--- src/rtl/onewire_pkg.sv ---
// Shared definitions for the byte-level 1-Wire master: op codes, FSM states,
// microsecond timing constants and the Dallas CRC-8 step.
package onewire_pkg;

  typedef enum logic [1:0] {
    OP_RESET   = 2'd0,
    OP_WRITE   = 2'd1,
    OP_READ    = 2'd2,
    OP_CRC_CLR = 2'd3
  } op_e;

  typedef enum logic [2:0] {
    S_IDLE,
    S_RST_LOW,
    S_RST_WAIT,
    S_RST_REC,
    S_SLOT_LOW,
    S_SLOT_REL,
    S_SLOT_REC,
    S_RESP
  } state_e;

  // Longest interval is 480 us, so 9 bits of microsecond count suffice.
  localparam int unsigned US_W = 9;

  localparam int unsigned T_RST_LOW = 480;
  localparam int unsigned T_PRES    = 70;
  localparam int unsigned T_RST_REC = 410;
  localparam int unsigned T_W0      = 60;
  localparam int unsigned T_W1      = 6;
  localparam int unsigned T_RSAMP   = 15;
  localparam int unsigned T_SLOT    = 70;
  localparam int unsigned T_REC     = 5;

  localparam logic [7:0] CRC_POLY = 8'h8C;

  // One bit of the reflected Dallas CRC-8 (x^8+x^5+x^4+1).
  function automatic logic [7:0] crc8_step(input logic [7:0] crc, input logic b);
    return (crc >> 1) ^ (((b ^ crc[0]) == 1'b1) ? CRC_POLY : 8'h00);
  endfunction

endpackage

--- src/rtl/onewire_us_timer.sv ---
// Microsecond time base for onewire_master: a modulo-DIV prescaler producing
// us_tick and a microsecond counter; both restart together on clr.
module onewire_us_timer
  import onewire_pkg::*;
#(
  parameter int unsigned DIV = 50
) (
  input  logic            clk,
  input  logic            rst,
  input  logic            clr,
  output logic            us_tick,
  output logic [US_W-1:0] us_cnt
);

  localparam int unsigned   PW       = (DIV > 1) ? $clog2(DIV) : 1;
  localparam logic [PW-1:0] PRE_LAST = PW'(DIV - 1);

  logic [PW-1:0]   pre_q;
  logic [US_W-1:0] us_q;

  assign us_tick = (pre_q == PRE_LAST);
  assign us_cnt  = us_q;

  // NOTE: non-blocking assignments so every flop samples pre-edge values.
  always_ff @(posedge clk) begin
    if (rst || clr) begin
      pre_q <= '0;
      us_q  <= '0;
    end else if (us_tick) begin
      pre_q <= '0;
      us_q  <= us_q + US_W'(1);
    end else begin
      pre_q <= pre_q + PW'(1);
    end
  end

endmodule

--- src/rtl/onewire_master.sv ---
// Byte-level 1-Wire bus master (reset/presence, write byte, read byte, LSB first).
// Optional running CRC-8 is enabled by defining ONEWIRE_CRC_EN.
module onewire_master
  import onewire_pkg::*;
#(
  parameter int unsigned CLK_FREQ_HZ = 50_000_000
) (
  input  logic       clk,
  input  logic       rst,
  input  logic       cmd_valid,
  output logic       cmd_ready,
  input  logic [1:0] cmd_op,
  input  logic [7:0] cmd_data,
  output logic       rsp_valid,
  output logic [7:0] rsp_data,
  output logic       rsp_presence,
  output logic [7:0] crc8,
  output logic       busy,
  output logic       pad_t,
  output logic       pad_i,
  input  logic       pad_o
);

  localparam int unsigned DIV = CLK_FREQ_HZ / 1_000_000;

  // Counter values at the last microsecond of each interval; the state
  // changes on the tick that completes it, so intervals are exact.
  localparam logic [US_W-1:0] END_RST_LOW = US_W'(T_RST_LOW - 1);
  localparam logic [US_W-1:0] END_PRES    = US_W'(T_PRES - 1);
  localparam logic [US_W-1:0] END_RST_REC = US_W'(T_RST_REC - 1);
  localparam logic [US_W-1:0] END_W0      = US_W'(T_W0 - 1);
  localparam logic [US_W-1:0] END_W1      = US_W'(T_W1 - 1);
  localparam logic [US_W-1:0] END_REL0    = US_W'(T_SLOT - T_W0 - 1);
  localparam logic [US_W-1:0] END_REL1    = US_W'(T_SLOT - T_W1 - 1);
  localparam logic [US_W-1:0] END_RSAMP   = US_W'(T_RSAMP - T_W1 - 1);
  localparam logic [US_W-1:0] END_REC     = US_W'(T_REC - 1);

  state_e          state_q, state_d;
  op_e             op_q, op_d;
  logic [7:0]      shift_q, shift_d;
  logic [2:0]      bit_q, bit_d;
  logic            pres_q, pres_d;
  logic [7:0]      rdata_q, rdata_d;
  logic [1:0]      sync_q;
  logic            pad_t_q, rsp_valid_q;
  logic            us_tick;
  logic [US_W-1:0] us_cnt;
  logic            line, wr_one, rec_done;

  assign line     = sync_q[1];
  assign rec_done = us_tick && (us_cnt == END_REC);

  onewire_us_timer #(.DIV(DIV)) u_timer (
    .clk     (clk),
    .rst     (rst),
    .clr     (state_d != state_q),
    .us_tick (us_tick),
    .us_cnt  (us_cnt)
  );

  // NOTE: every variable gets a default first so no path can infer a latch.
  always_comb begin
    state_d = state_q;
    op_d    = op_q;
    shift_d = shift_q;
    bit_d   = bit_q;
    pres_d  = pres_q;
    rdata_d = rdata_q;
    // Reads always use write-1 timing even after the sampled bit lands in shift_q.
    wr_one  = (op_q == OP_READ) || shift_q[bit_q];
    unique case (state_q)
      S_IDLE: begin
        if (cmd_valid) begin
          op_d  = op_e'(cmd_op);
          bit_d = '0;
          unique case (op_e'(cmd_op))
            OP_RESET: state_d = S_RST_LOW;
            OP_WRITE: begin shift_d = cmd_data; state_d = S_SLOT_LOW; end
            OP_READ:  begin shift_d = 8'hFF;    state_d = S_SLOT_LOW; end
            default:  state_d = S_RESP;
          endcase
        end
      end
      S_RST_LOW:  if (us_tick && us_cnt == END_RST_LOW) state_d = S_RST_WAIT;
      S_RST_WAIT: begin
        if (us_tick && us_cnt == END_PRES) begin
          pres_d  = ~line;
          state_d = S_RST_REC;
        end
      end
      S_RST_REC:  if (us_tick && us_cnt == END_RST_REC) state_d = S_RESP;
      S_SLOT_LOW: if (us_tick && us_cnt == (wr_one ? END_W1 : END_W0)) state_d = S_SLOT_REL;
      S_SLOT_REL: begin
        if (op_q == OP_READ && us_tick && us_cnt == END_RSAMP) shift_d[bit_q] = line;
        if (us_tick && us_cnt == (wr_one ? END_REL1 : END_REL0)) state_d = S_SLOT_REC;
      end
      S_SLOT_REC: begin
        if (rec_done) begin
          if (bit_q == 3'd7) begin
            state_d = S_RESP;
          end else begin
            bit_d   = bit_q + 3'd1;
            state_d = S_SLOT_LOW;
          end
        end
      end
      S_RESP: begin
        if (op_q == OP_READ) rdata_d = shift_q;
        state_d = S_IDLE;
      end
      default: state_d = S_IDLE;
    endcase
  end

  always_ff @(posedge clk) begin
    if (rst) begin
      state_q     <= S_IDLE;
      op_q        <= OP_RESET;
      shift_q     <= '0;
      bit_q       <= '0;
      pres_q      <= 1'b0;
      rdata_q     <= '0;
      sync_q      <= 2'b11;
      pad_t_q     <= 1'b1;
      rsp_valid_q <= 1'b0;
    end else begin
      state_q     <= state_d;
      op_q        <= op_d;
      shift_q     <= shift_d;
      bit_q       <= bit_d;
      pres_q      <= pres_d;
      rdata_q     <= rdata_d;
      sync_q      <= {sync_q[0], pad_o};
      // Registered from state_q: no combinational path from cmd_* to the pad.
      pad_t_q     <= !(state_q == S_RST_LOW || state_q == S_SLOT_LOW);
      rsp_valid_q <= (state_q == S_RESP);
    end
  end

`ifdef ONEWIRE_CRC_EN
  logic [7:0] crc_q, crc_d;

  always_comb begin
    crc_d = crc_q;
    if (state_q == S_SLOT_REC && rec_done) crc_d = crc8_step(crc_q, shift_q[bit_q]);
    else if (state_q == S_RESP && op_q == OP_CRC_CLR) crc_d = '0;
  end

  always_ff @(posedge clk) begin
    if (rst) crc_q <= '0;
    else     crc_q <= crc_d;
  end

  assign crc8 = crc_q;
`else
  assign crc8 = 8'h00;
`endif

  assign cmd_ready    = (state_q == S_IDLE);
  assign busy         = (state_q != S_IDLE);
  assign rsp_valid    = rsp_valid_q;
  assign rsp_data     = rdata_q;
  assign rsp_presence = pres_q;
  assign pad_t        = pad_t_q;
  assign pad_i        = 1'b0;

endmodule

--- config.mk ---
export PLATFORM = sky130hd
export DESIGN_NAME = onewire_master
export DESIGN_NICKNAME = d
export VERILOG_FILES = /design/src/rtl/onewire_pkg.sv /design/src/rtl/onewire_us_timer.sv /design/src/rtl/onewire_master.sv
export SDC_FILE = /design/constraint.sdc
export NUM_CORES = 1
export LEC_CHECK = 0
export CAP_MARGIN = 10
export CORE_UTILIZATION = 46
export CTS_BUF_LIST = sky130_fd_sc_hd__clkbuf_4
export DETAILED_ROUTE_END_ITERATION = 6
export GPL_ROUTABILITY_DRIVEN = 0
export PLACE_DENSITY = 0.66
export SLEW_MARGIN = 10
export SYNTH_ARGS = -nofsm -noshare
export SYNTH_HDL_FRONTEND = slang
export SYNTH_HIERARCHICAL = 1
export SYNTH_SLANG_ARGS = --single-unit
--- constraint.sdc ---
create_clock -name clk -period 3.3 [get_ports clk]
set_input_delay 0.66 -clock clk [delete_from_list [all_inputs] [get_ports clk]]
set_output_delay 0.66 -clock clk [all_outputs]
set_load 0.03 [all_outputs]
; Word level (Yosys, flattened, before mapping)
; Cells that the tools add are included.
[op_classes]
addsub = 3
magnitude_cmp = 2
n_eq_ne = 25
mux = 25
n_bitwise = 1
reduce_logical = 25
[op_table]
columns = cell, n
row1 = 8-bit case mux with 2 select lines, 2
row2 = 3-bit 2-to-1 mux, 10
row3 = 3-bit case mux with 8 select lines, 1
row4 = 9-bit by 6-bit equality test with 1-bit output, 2
row5 = 9-bit equality test (second input constant), 2
row6 = 8-bit 2-to-1 mux, 2
row7 = 3-bit equality test (second input constant), 5
row8 = 6-bit 2-to-1 mux, 2
row9 = 3-bit case mux with 2 select lines, 2
row10 = 9-bit by 1-bit adder with 9-bit output (second input constant), 1
row11 = 9-bit by 3-bit equality test with 1-bit output (second input constant), 1
row12 = 9-bit by 4-bit equality test with 1-bit output (second input constant), 1
row13 = 9-bit by 7-bit equality test with 1-bit output (second input constant), 1
row14 = 1-bit logical AND, 9
row15 = 8-bit bitwise mux, 1
row16 = 2-bit inequality test (second input constant), 4
row17 = 4-bit AND reduction, 2
row18 = 6-bit by 1-bit adder with 6-bit output (second input constant), 1
row19 = 3-bit by 2-bit equality test with 1-bit output (second input constant), 2
row20 = 6-bit equality test (second input constant), 1
row21 = 2-bit AND reduction, 3
row22 = 2-bit equality test (second input constant), 2
row23 = 3-bit by 4-bit < comparator with 1-bit output (second input constant), 1
row24 = 2-bit nonzero test, 2
row25 = other kinds (17), 21
[totals]
register_bits = 44
inputBits = 14
out_inout_bits = 22
wordCells = 92

; Longest topological paths before layout
[depth]
word_depth = 11
mapped_depth = 15
mapped_depth_nobuf = 14

; By module
; The synthesis kept the hierarchy.
[by_module_without_submodules]
columns = mod, instances, cells_each, area_per_inst_um2
row1 = onewire_master, 1, 231, 1864.3
row2 = onewire_us_timer, 1, 76, 694.4

; Worst setup path after synthesis
; No wires, ideal clock.
[synth_path]
path_kind = register to register
from = register u_timer.pre_q[0]
to = register u_timer.us_q[8], in the netlist u_timer/us_cnt[8]
setup_ns = 0.112
arrival_ns = 2.836
setup_slack_ns = 0.352
stages_incl_launch_ff = 15
path_buffers = 1
period_less_slack_ns = 2.948
path_cell_list = dfxtp_1 -> ha_1 -> nand4b_4 -> nor2_2 -> or4b_1 -> or3_4 -> o31a_1 -> nor2_1 -> nor3_1 -> o31ai_1 -> or2_2 -> clkbuf_1 -> nor2_1 -> nand3_1 -> nand2_1
[synth_via]
elab_chain_cells = 6
elab_cells_between_ends = 16
[synth_rtl]
columns = element, line_no
row1 = start: declaration, onewire_us_timer.sv:18  ; logic [PW-1:0] pre_q;
row2 = start signal: assignment, onewire_us_timer.sv:33  ; pre_q <= pre_q + PW'(1);
row3 = 6-bit equality test (*), onewire_us_timer.sv:21  ; assign us_tick = (pre_q == PRE_LAST);
row4 = named net us_tick, onewire_master.sv:46  ; logic us_tick;
row5 = 1-bit logical AND (tied with other cells), onewire_master.sv:51  ; assign rec_done = us_tick && (us_cnt == END_REC);
row6 = 3-bit 2-to-1 mux (tied with other cells), onewire_master.sv:98  ; if (rec_done) begin
row7 = 3-bit case mux with 8 select lines, onewire_master.sv:71  ; unique case (state_q)
row8 = 3-bit inequality test, onewire_master.sv:56  ; .clr (state_d != state_q),
row9 = 1-bit logical OR, onewire_us_timer.sv:26  ; if (rst || clr) begin
row10 = end signal: assignment, onewire_us_timer.sv:31  ; us_q <= us_q + US_W'(1);
row11 = end: declaration, onewire_us_timer.sv:19  ; logic [US_W-1:0] us_q;
; The timed path passes the listed nets; every way through them passes the cells marked *.
; A chain may end at the register's enable or synchronous reset.

; Worst setup path after layout
[layout_path]
from = register bit_q[2]
to = register u_timer.pre_q[5]
[layout_via]
elab_chain_cells = 11
elab_cells_between_ends = 18
[layout_rtl]
columns = element, line_no
row1 = start: declaration, onewire_master.sv:41  ; logic [2:0] bit_q, bit_d;
row2 = start signal: assignment, onewire_master.sv:130  ; bit_q <= bit_d;
row3 = 1-bit binary-select mux with 3-bit select, onewire_master.sv:70  ; wr_one = (op_q == OP_READ) || shift_q[bit_q];
row4 = 1-bit 2-to-1 mux (not written as such), onewire_master.sv:70
row5 = 1-bit logical OR, onewire_master.sv:70
row6 = "6-bit 2-to-1 mux, on equally long branches", "onewire_master.sv:95, onewire_master.sv:92"
row7 = "9-bit by 6-bit equality test with 1-bit output, on equally long branches", "onewire_master.sv:95, onewire_master.sv:92"
row8 = "1-bit logical AND, on equally long branches", "onewire_master.sv:95, onewire_master.sv:92"
row9 = "3-bit 2-to-1 mux, on equally long branches", "onewire_master.sv:95, onewire_master.sv:92"
row10 = 3-bit case mux with 8 select lines (*), onewire_master.sv:71
row11 = 3-bit inequality test (*), onewire_master.sv:56
row12 = 1-bit logical OR (*), onewire_us_timer.sv:26
row13 = 2-bit OR reduction (no line) (*), --
; Every way passes the cells marked *; elsewhere a longest branch is shown, timed or not. The select of a mux whose other input is x is not followed.

==> flow_summary_export.csv <==
group,metric,value,unit
critical_path,reg2regPathDepth,10,
job,maxCapViolations,0,
timing,fmax,326,MHz
cells_and_area,final_common_cell,"dfxtp_1",
yosys,ys_async_sr_fraction,0,
cells_and_area,antennaDiodeCount,0,
yosys,synth_simple_gate_area_share,0.294,
yosys,synth-seq-cells,44,
power_and_ir_drop,vdd_drop_max,0.000248,V
floorplan,ios,36,
yosys,yosys.area_share.xor_xnor,0.0411,
critical_path,r2r-start,"bit_q[2]",
clock_tree,tritoncts,"yes",
yosys,synth_cell_types,55,
power_and_ir_drop,p_per_area,340,nW/µm²
yosys,muxShareOfSynthArea,0.0509,
timing,tightestPinTransition,0.502,ns
critical_path,worstSetupPathType,"reg -> reg",
critical_path,crit_start,"bit_q[2]",
route,drt-initial-drc-count,127,
route,vias_per_cell,5.54,
timing,drv_slew,0,
cells_and_area,fillers,519,
clock_tree,cts_buffer_depth,2,
timing,post-route-period-util,0.929,
yosys,synth_top_family_by_area,"simple AND/OR/NAND/NOR gates",
clock_tree,htreeDepth,2,
cells_and_area,areaGrowthSynthToFinish,15.7,%
placed_design,io_buffers,26,
clock_tree,clock-sinks,44,
yosys,avgSynthCellArea,8.33,µm²
hold_path,hold_depth,1,
clock_tree,clkSlewWorstSetupHoldPaths,0.12,ns
clock_tree,hold_buffers,0,
timing,rsz0062_at_grt,"no",
yosys,synth_compound_area_frac,0.154,
global_routing,grt_pass1_wl,9520,µm
timing,period_needed,3.07,ns
yosys,seq_area_frac_synth,0.344,
clock_tree,root_buffer,"clkbuf_4",
route,drtPass1Iterations,5,
cells_and_area,layout_common_cells,"dfxtp_1 (44), nor2_1 (37), clkdlybuf4s50_1 (26), a21oi_1 (19), nand2_1 (16)",
critical_path,crit_fanout,15,
yosys,netlist_instances,307,
route,antenna_left,0,
global_routing,grt_max_degree,30,
timing,finalSetupViolations,0,
floorplan,die_h,76.6,µm
timing,slew_headroom,0.665,
floorplan,start_util,0.489,
clock_tree,insertion_delay,0.35,ns
yosys,synth_edf_count,0,
critical_path,setup.worst_path.end_class,"flop",
floorplan,die_area,5860,µm²
route,drcViolationCount,0,
critical_path,critPathArrivalTime,3.36,ns
yosys,ys.flop_type,"dfxtp_1",
yosys,syn-cell-area,2560,µm²
run_status,status,"finished clean",
floorplan,rows,26,
timing,hold_viol,0,
timing,setup_tns,0,ns
yosys,yosys_warnings,6,
yosys,synth_adder_area_share,0.0440,
global_routing,grt_antenna_before_repair,0,
critical_path,cp-start-kind,"flop",
global_routing,first_global_vias,2013,
floorplan,fp.coreArea,5240,µm²
cells_and_area,postLayoutCellArea,2960,µm²
cells_and_area,layout-drive-gt1-share,0.111,
power_and_ir_drop,p_leak,1.03,nW
global_routing,track_usage,0.202,
route,wl_per_cell,13.7,µm
placed_design,hpwl,3900,µm
global_routing,grt_overflow,0,
placed_design,dpl-instance-area,2890,µm²
clock_tree,cts_made_buffers,5,
critical_path,critPathRequiredTime,3.59,ns
route,drt-total-wl,5530,µm
route,num_vias,2234,
hold_path,hold_class,"reg -> reg",
timing,fin_skew,0.0101,ns
hold_path,hold_start,"sync_q[0]",
floorplan,die_w,76.6,µm
cells_and_area,nNetsFinal,356,
## report_power, final
group	internal (mW)	switching, mW	total [mW]
logic	0.0846	0.109	0.194
clock network	0.0745	0.159	0.233
registers	0.554	0.0257	0.579
total	0.713	0.294	1.01
## metrics by stage
step	util	hold WS, ns	power [mW]	std cells	setup slack [ns]
finish	0.565	0.412	1.01	403	0.233
global route	0.565	0.454	1.07	403	0.00860
CTS	0.561	0.418	1.02	403	0.108
detailed placement	0.552	0.397	0.784	396	0.0536
global placement	0.552	0.392	0.782	396	0.0870
floorplan	-	0.389	0.726	315	0.352
## synth_stat cells (4+ instances only)
master     n  area, µm²
or4_1      4       30.0
dfxtp_1   44        881
o31ai_1    8       60.1
xnor2_1   10       87.6
nand2b_1   4       25.0
a31oi_1    5       31.3
nand3_1   14       70.1
nand2_1   16       60.1
nand3b_1   4       30.0
buf_4      9       67.6
mux2i_1   13        130
clkbuf_1  12       45.0
a21oi_1   19       95.1
o21ai_0    7       35.0
nor2_1    37        139
nand4_1    6       37.5
ha_1       9        113
inv_1     11       41.3
a211oi_1   6       45.0
nor3_1    12       60.1
## worst paths after layout
| kind | to | slack [ns] |
|---|---|---|
| setup / recovery | u_timer/pre_q[5] | 0.23 |
| setup reg to reg | u_timer/pre_q[5] | 0.23 |
| hold reg to reg | sync_q[1] | 0.41 |
| hold / removal | sync_q[1] | 0.41 |
## metal layers
metal	up-vias	global-route usage	wire length, µm
met5	-	0	0
met4	0	0.0519	40
met3	7	0.0431	246
met2	50	0.308	2440
met1	1039	0.286	2800
li1	1138	-	-
## logic make-up (layout without fill, tap and decap cells)
| logic type | after synthesis | after routing |
|---|---|---|
| simple gates | 132 | 132 |
| compound gates | 58 | 58 |
| flops | 44 | 44 |
| buf+inv | 38 | 56 |
| mux | 13 | 13 |
| xor+xnor | 12 | 12 |
| fa+ha+maj | 9 | 9 |
| other cells | 1 | 9 |
## worst max-delay path, cell delays in order, from the launching register on
cell and delay, ns:
dfxtp_1 0.65, mux2i_1 0.27, o21ai_0 0.09, a2111oi_1 0.47
buf_4 0.20, mux2i_1 0.27, and3_1 0.20, o31ai_1 0.06
or2_2 0.36, or2_1 0.30, nor2_1 0.12
## area by class of cell
type	count	area [µm²]	area share
multi-input combinational	233	1560	0.525
sequential	44	881	0.298
timing repair buffer	38	350	0.118
tap	70	87.6	0.0296
inverter	11	41.3	0.0139
clock buffer	5	37.5	0.0127
clock inverter	2	7.51	0.00254
## timing repair
action / 4_1_cts / 5_1_grt
gates resized for setup: 0 / 5
setup buffers: 0 / 0
setup endpoints to repair: 0 / 16
## registers in the layout (all words and copies together), names as in the netlist
| name | count |
|---|---|
| state_q | 3 |
| u_timer/us_cnt | 9 |
| u_timer/pre_q | 6 |
| rsp_valid | 1 |
| rsp_data | 8 |
| rsp_presence | 1 |
| bit_q | 3 |
| op_q | 2 |
| shift_q | 8 |
| pad_t | 1 |
| sync_q | 2 |
Note: power is estimated with default switching activity, not from simulation.
